## src/rtl/clk_div_monitor_if.sv

```systemverilog
// Bundles the divider-monitor control inputs and measurement/status outputs.
// The master side drives the divider clock and ratio; the slave side is the monitor.
interface clk_div_monitor_if #(
  parameter int MAX_DIV_BITS = 4,
  parameter int ERR_CNT_W    = 8
);
  logic                    i_mon_en;
  logic [MAX_DIV_BITS-1:0] i_div_ratio;
  logic                    i_div_clk;
  logic [MAX_DIV_BITS:0]   o_period;
  logic [MAX_DIV_BITS:0]   o_high_time;
  logic                    o_meas_valid;
  logic                    o_lock;
  logic                    o_ratio_err;
  logic                    o_stuck;
  logic [ERR_CNT_W-1:0]    o_err_cnt;

  modport master (
    output i_mon_en, i_div_ratio, i_div_clk,
    input  o_period, o_high_time, o_meas_valid, o_lock, o_ratio_err, o_stuck, o_err_cnt
  );

  modport slave (
    input  i_mon_en, i_div_ratio, i_div_clk,
    output o_period, o_high_time, o_meas_valid, o_lock, o_ratio_err, o_stuck, o_err_cnt
  );
endinterface

```

## src/rtl/clk_div_monitor.sv

```systemverilog
// Measures period and high time of a divided clock in reference-clock cycles and
// reports lock, ratio mismatch and stuck-clock status against the programmed ratio.
module clk_div_monitor #(
  parameter int MAX_DIV_BITS = 4,
  parameter int LOCK_CNT     = 4,
  parameter int ERR_CNT_W    = 8
) (
  input logic               i_ref_clk,
  input logic               i_rst_n,
  clk_div_monitor_if.slave  mon
);
  localparam int CW = MAX_DIV_BITS + 1;
  localparam int GW = $clog2(LOCK_CNT + 1);
  localparam logic [GW-1:0] LOCK_MAX = GW'(LOCK_CNT);

  typedef enum logic [2:0] {IDLE, BYPASS, SYNC, MEASURE, LOCKED} state_t;

  state_t                  state;
  logic                    d1, d2;
  logic                    rise, fall;
  logic [MAX_DIV_BITS-1:0] r_ratio;
  logic [CW-1:0]           cnt, hi_cnt;
  logic [GW-1:0]           good_cnt, good_inc;
  logic [CW-1:0]           period, high_time;
  logic                    meas_valid, lock, ratio_err, stuck;
  logic [ERR_CNT_W-1:0]    err_cnt, err_inc;
  logic [CW-1:0]           ratio_ext, stuck_lim, half_lo, half_hi;
  logic                    good_period, ratio_chg, new_bypass;

  always_comb begin
    rise        = d1 & ~d2;
    fall        = ~d1 & d2;
    ratio_ext   = {1'b0, r_ratio};
    stuck_lim   = {r_ratio, 1'b0};
    half_lo     = ratio_ext >> 1;
    half_hi     = (ratio_ext + 1'b1) >> 1;
    // hi_cnt < cnt guarantees a non-zero low phase
    good_period = (cnt == ratio_ext) && ((hi_cnt == half_lo) || (hi_cnt == half_hi)) &&
                  (hi_cnt < cnt);
    ratio_chg   = (mon.i_div_ratio != r_ratio);
    new_bypass  = (mon.i_div_ratio <= MAX_DIV_BITS'(1));
    good_inc    = (good_cnt == LOCK_MAX) ? good_cnt : good_cnt + 1'b1;
    err_inc     = (&err_cnt) ? err_cnt : err_cnt + 1'b1;
  end

  always_ff @(posedge i_ref_clk) begin
    if (!i_rst_n) begin
      d1     <= 1'b0;
      d2     <= 1'b0;
      cnt    <= '0;
      hi_cnt <= '0;
    end else begin
      d1 <= mon.i_div_clk;
      d2 <= d1;
      if (rise)
        cnt <= CW'(1);
      else if (!(&cnt))
        cnt <= cnt + 1'b1;
      if (fall)
        hi_cnt <= cnt;
    end
  end

  always_ff @(posedge i_ref_clk) begin
    if (!i_rst_n) begin
      state      <= IDLE;
      r_ratio    <= '0;
      good_cnt   <= '0;
      period     <= '0;
      high_time  <= '0;
      meas_valid <= 1'b0;
      lock       <= 1'b0;
      ratio_err  <= 1'b0;
      stuck      <= 1'b0;
      err_cnt    <= '0;
    end else begin
      meas_valid <= 1'b0;
      ratio_err  <= 1'b0;
      if (!mon.i_mon_en) begin
        state    <= IDLE;
        lock     <= 1'b0;
        good_cnt <= '0;
      end else if (state == IDLE) begin
        r_ratio  <= mon.i_div_ratio;
        good_cnt <= '0;
        state    <= new_bypass ? BYPASS : SYNC;
        if (new_bypass)
          stuck <= 1'b0;
      end else if (ratio_chg) begin
        // A ratio change takes priority over any coincident rise; that period is dropped
        r_ratio  <= mon.i_div_ratio;
        lock     <= 1'b0;
        good_cnt <= '0;
        stuck    <= 1'b0;
        state    <= new_bypass ? BYPASS : SYNC;
      end else begin
        case (state)
          BYPASS: begin
            lock  <= 1'b0;
            stuck <= 1'b0;
          end
          SYNC: begin
            if (rise) begin
              stuck <= 1'b0;
              state <= MEASURE;
            end
          end
          MEASURE, LOCKED: begin
            if (rise) begin
              meas_valid <= 1'b1;
              period     <= cnt;
              high_time  <= hi_cnt;
              if (good_period) begin
                good_cnt <= good_inc;
                if (good_inc == LOCK_MAX) begin
                  lock  <= 1'b1;
                  state <= LOCKED;
                end
              end else begin
                ratio_err <= 1'b1;
                good_cnt  <= '0;
                lock      <= 1'b0;
                err_cnt   <= err_inc;
                state     <= MEASURE;
              end
            end else if (cnt >= stuck_lim) begin
              stuck    <= 1'b1;
              lock     <= 1'b0;
              good_cnt <= '0;
              err_cnt  <= err_inc;
              state    <= SYNC;
            end
          end
          default: state <= IDLE;
        endcase
      end
    end
  end

  assign mon.o_period     = period;
  assign mon.o_high_time  = high_time;
  assign mon.o_meas_valid = meas_valid;
  assign mon.o_lock       = lock;
  assign mon.o_ratio_err  = ratio_err;
  assign mon.o_stuck      = stuck;
  assign mon.o_err_cnt    = err_cnt;
endmodule

```

## src/flat_wrapper.sv

```systemverilog
// flat-port wrapper written by rule: the top's interface ports become plain ports
module clk_div_monitor_flat 
#(
  parameter int MAX_DIV_BITS = 4,
  parameter int LOCK_CNT     = 4,
  parameter int ERR_CNT_W    = 8
)
  (i_ref_clk, i_rst_n, mon_i_mon_en, mon_i_div_ratio, mon_i_div_clk, mon_o_period, mon_o_high_time, mon_o_meas_valid, mon_o_lock, mon_o_ratio_err, mon_o_stuck, mon_o_err_cnt);
  clk_div_monitor_if #(.MAX_DIV_BITS(MAX_DIV_BITS), .ERR_CNT_W(ERR_CNT_W)) mon_i ();
  input logic i_ref_clk;
  input logic i_rst_n;
  input wire logic [$bits(mon_i.i_mon_en)-1:0] mon_i_mon_en;
  input wire logic [$bits(mon_i.i_div_ratio)-1:0] mon_i_div_ratio;
  input wire logic [$bits(mon_i.i_div_clk)-1:0] mon_i_div_clk;
  output wire logic [$bits(mon_i.o_period)-1:0] mon_o_period;
  output wire logic [$bits(mon_i.o_high_time)-1:0] mon_o_high_time;
  output wire logic [$bits(mon_i.o_meas_valid)-1:0] mon_o_meas_valid;
  output wire logic [$bits(mon_i.o_lock)-1:0] mon_o_lock;
  output wire logic [$bits(mon_i.o_ratio_err)-1:0] mon_o_ratio_err;
  output wire logic [$bits(mon_i.o_stuck)-1:0] mon_o_stuck;
  output wire logic [$bits(mon_i.o_err_cnt)-1:0] mon_o_err_cnt;
  assign mon_i.i_mon_en = mon_i_mon_en;
  assign mon_i.i_div_ratio = mon_i_div_ratio;
  assign mon_i.i_div_clk = mon_i_div_clk;
  assign mon_o_period = mon_i.o_period;
  assign mon_o_high_time = mon_i.o_high_time;
  assign mon_o_meas_valid = mon_i.o_meas_valid;
  assign mon_o_lock = mon_i.o_lock;
  assign mon_o_ratio_err = mon_i.o_ratio_err;
  assign mon_o_stuck = mon_i.o_stuck;
  assign mon_o_err_cnt = mon_i.o_err_cnt;
  clk_div_monitor #(.MAX_DIV_BITS(MAX_DIV_BITS), .LOCK_CNT(LOCK_CNT), .ERR_CNT_W(ERR_CNT_W)) u_core (.i_ref_clk(i_ref_clk), .i_rst_n(i_rst_n), .mon(mon_i));
endmodule
```

## config.mk

```make
export PLATFORM = sky130hd
export DESIGN_NAME = clk_div_monitor_flat
export DESIGN_NICKNAME = d
export VERILOG_FILES = /design/src/rtl/clk_div_monitor_if.sv /design/src/rtl/clk_div_monitor.sv /design/src/flat_wrapper.sv
export SDC_FILE = /design/constraint.sdc
export NUM_CORES = 1
export LEC_CHECK = 0
export CAP_MARGIN = 20
export CORE_ASPECT_RATIO = 1.4
export CORE_MARGIN = 5
export CORE_UTILIZATION = 40
export DETAILED_ROUTE_END_ITERATION = 8
export PLACE_DENSITY_LB_ADDON = 0.15
export SKIP_LAST_GASP = 1
export SYNTH_ARGS = -nofsm -noshare
export SYNTH_HDL_FRONTEND = slang
export SYNTH_SLANG_ARGS = --single-unit
```

## constraint.sdc

```tcl
create_clock -name i_ref_clk -period 5.2 [get_ports i_ref_clk]
set_clock_uncertainty 0.05 [all_clocks]
set_input_delay 0.78 -clock i_ref_clk [delete_from_list [all_inputs] [get_ports i_ref_clk]]
set_output_delay 0.78 -clock i_ref_clk [all_outputs]
set_load 0.01 [all_outputs]
```

==> out/results.ini <==
[placed_design]
finalWeightedCongestion = 0.8391
portBuffers = 29
dp_slack_ns = 1.809
hpwl_um = 4063

[clock_network]
cts_hold_buf = 0
htree_levels = 2
clock_latency_ns = 0.30
cts_sinks = 44
cts-root-buf = clkbuf_8
clk_transition_reported_paths_ns = 0.08
numCtsBuffers = 5
cts_setup_buffers = 0
cts_tree = built
ctsLongestPathBuffers = 2
cts_resized = 0

[synth]
ys.flop_type = dfxtp_1
synth_edf_count = 0
synthTopCellsByArea = dfxtp_1, mux2i_1, ha_1, nor2_1, a21oi_1
syn_area_mm2 = 0.002550
synth-seq-cells = 44
yosys.area.top_type = dfxtp_1
ys_seq_area_share_pct = 34.54
ys_types = 57
avgSynthCellArea_um2 = 8.703
synth_top_cell_area_share_pct = 34.54
async_reset_ff_share_pct = 0
syn_nets = 315
postSynthCellCount = 293
yosysWarnings = 0

[timing]
drv_slew = 0
finalHoldViolations = 0
tns_ns = 0
setup_violations = 0
min_period_over_period_pct = 58.94
fmax_mhz = 326.3
min_period_ns = 3.065
slew_headroom_pct = 34.44
rsz0062_at_grt = false
setup_slack_ns = 2.135
worst_pin_slew_ns = 0.9834

[critical_path]
critPathLaunchType = primary input
critPathRequiredTime_ns = 5.36
arrival_ns = 3.23
cp_slowest_cell = nor4_4
worstSetupPathType = in -> reg
path_max_fanout = 14
worstPathCellList = clkdlybuf4s50_1, xor2_2, nor4_4, nand2_2, or3_4, or4_1, a21oi_1
crit_family = simple AND/OR/NAND/NOR gates
slowest_delay_ns = 0.52
critical_path_buf_inv_count = 1
cp-end-kind = flip-flop

[pwr]
p_leak_nw = 1.173
p_per_area_mw_per_mm2 = 240.2
max-vdd-ir-drop_v = 0.0001462

[global_route]
first_global_vias = 1968
grt_first_pass_wirelength_um = 9177
grt.overflow.total = 0
grt_antenna_before_repair = 0
grt_max_degree = 27
grt_usage_pct = 13.54

[floorplanning]
start_util_pct = 41.06
io_pins = 30
die_area_mm2 = 0.008094
fp.dieW_um = 77.48
die_h_um = 104.5
rows = 34
core_area_mm2 = 0.006211

[drt]
vias = 2104
drt_pass1_iterations = 4
avgRoutedWirePerCell_um = 14.14
viasPerCell = 5.423
detail-route-antenna-nets = 0
wl_um = 5486
drc = 0
drt-initial-drc-count = 182

[finish]
layout.cells.most_common_list = dfxtp_1, nor2_1, clkdlybuf4s50_1, a21oi_1, mux2i_1
fin_util_pct = 48.03
area_growth_pct = 16.98
fill_cells = 639
layout_commonest_cell = dfxtp_1
drive_gt1_share_pct = 5.696
nets = 337
n_antenna_cell = 0

[hold_path]
hold_class = reg -> reg

[run]
maxCapViolations = 0

[outcome]
status = complete, no violations

per-stage QoR:
step / cells / hold slack, ns / power, W / area (um2)
after floorplan: 293 / 0.3986 / 0.0004189 / 2550
after CTS: 388 / 0.4399 / 0.0007284 / 2983
final: 388 / 0.4317 / 0.0007164 / 2983
after global routing: 388 / 0.4606 / 0.0007516 / 2983
after detailed placement: 380 / 0.4261 / 0.0004395 / 2856
after global placement: 380 / 0.4143 / 0.0004386 / 2856
state kept, by name (all words and copies together), names as in the netlist, 3 cells and up:
signal,flops
u_core.mon.o_period,5
u_core.hi_cnt,5
u_core.cnt,5
u_core.mon.o_err_cnt,8
u_core.good_cnt,3
u_core.r_ratio,4
u_core.mon.o_high_time,5
u_core.state,3
layout make-up:
| class | count | area [um2] | area share (%) |
|---|---|---|---|
| clock inverters | 1 | 30.03 | 1.007 |
| flip-flops and latches | 44 | 880.8 | 29.53 |
| well taps | 72 | 90.09 | 3.020 |
| inverters | 13 | 48.80 | 1.636 |
| clock buffers | 7 | 96.34 | 3.230 |
| multi-input cells | 222 | 1546 | 51.85 |
| repair buffers | 29 | 290.3 | 9.732 |
Yosys cell counts (7+ instances only):
cell	instances
ha_1	14
mux2i_1	19
a21oi_1	24
nor2_1	33
clkbuf_1	8
dfxtp_1	44
xnor2_1	7
nand2_1	15
nand3_1	12
inv_1	11
xor2_1	9
kinds of logic after synthesis:
| family | after synthesis | share of synthesized area (%) |
|---|---|---|
| buffers and inverters | 27 | 4.808 |
| adder cells (fa/ha/maj) | 14 | 6.870 |
| multiplexers | 19 | 7.458 |
| AND/OR/NAND/NOR | 111 | 23.95 |
| XOR/XNOR | 17 | 6.134 |
| AO/OA/AOI/OAI | 61 | 16.24 |
| flip-flops | 44 | 34.54 |
final timing paths:
check | start | slack, ns | cells after the start | to
min reg2reg | u_core.good_cnt[1] | 0.43 | 2 | u_core.good_cnt[1]
min | u_core.good_cnt[1] | 0.43 | 2 | u_core.good_cnt[1]
max | mon_i_div_ratio[2] | 2.13 | 7 | u_core.mon.o_err_cnt[4]
max reg2reg | u_core.r_ratio[2] | 2.17 | 8 | u_core.mon.o_err_cnt[4]
per-layer routing:
| metal | part of all wire [%] | GRT usage, % |
|---|---|---|
| met1 | 45 | 16.04 |
| met2 | 50 | 23.43 |
| met3 | 3.1 | 3.033 |
| met4 | 1.1 | 5.037 |
| met5 | 0 | 0 |
worst reg2reg max path, cell delays in order (launching register included):
cell     delay, ns
dfxtp_1       0.63
inv_1         0.10
ha_1          0.32
nand3_1       0.09
a21oi_1       0.39
o32ai_1       0.26
or3_4         0.50
or4_1         0.48
a21oi_1       0.14
power by group:
part / switching (W) / internal, W
clock: 0.000116 / 0.000170
sequential: 0.0000122 / 0.000342
combinational: 0.0000447 / 0.0000317
total: 0.000173 / 0.000544
Note: power is estimated with default switching activity, not from simulation.
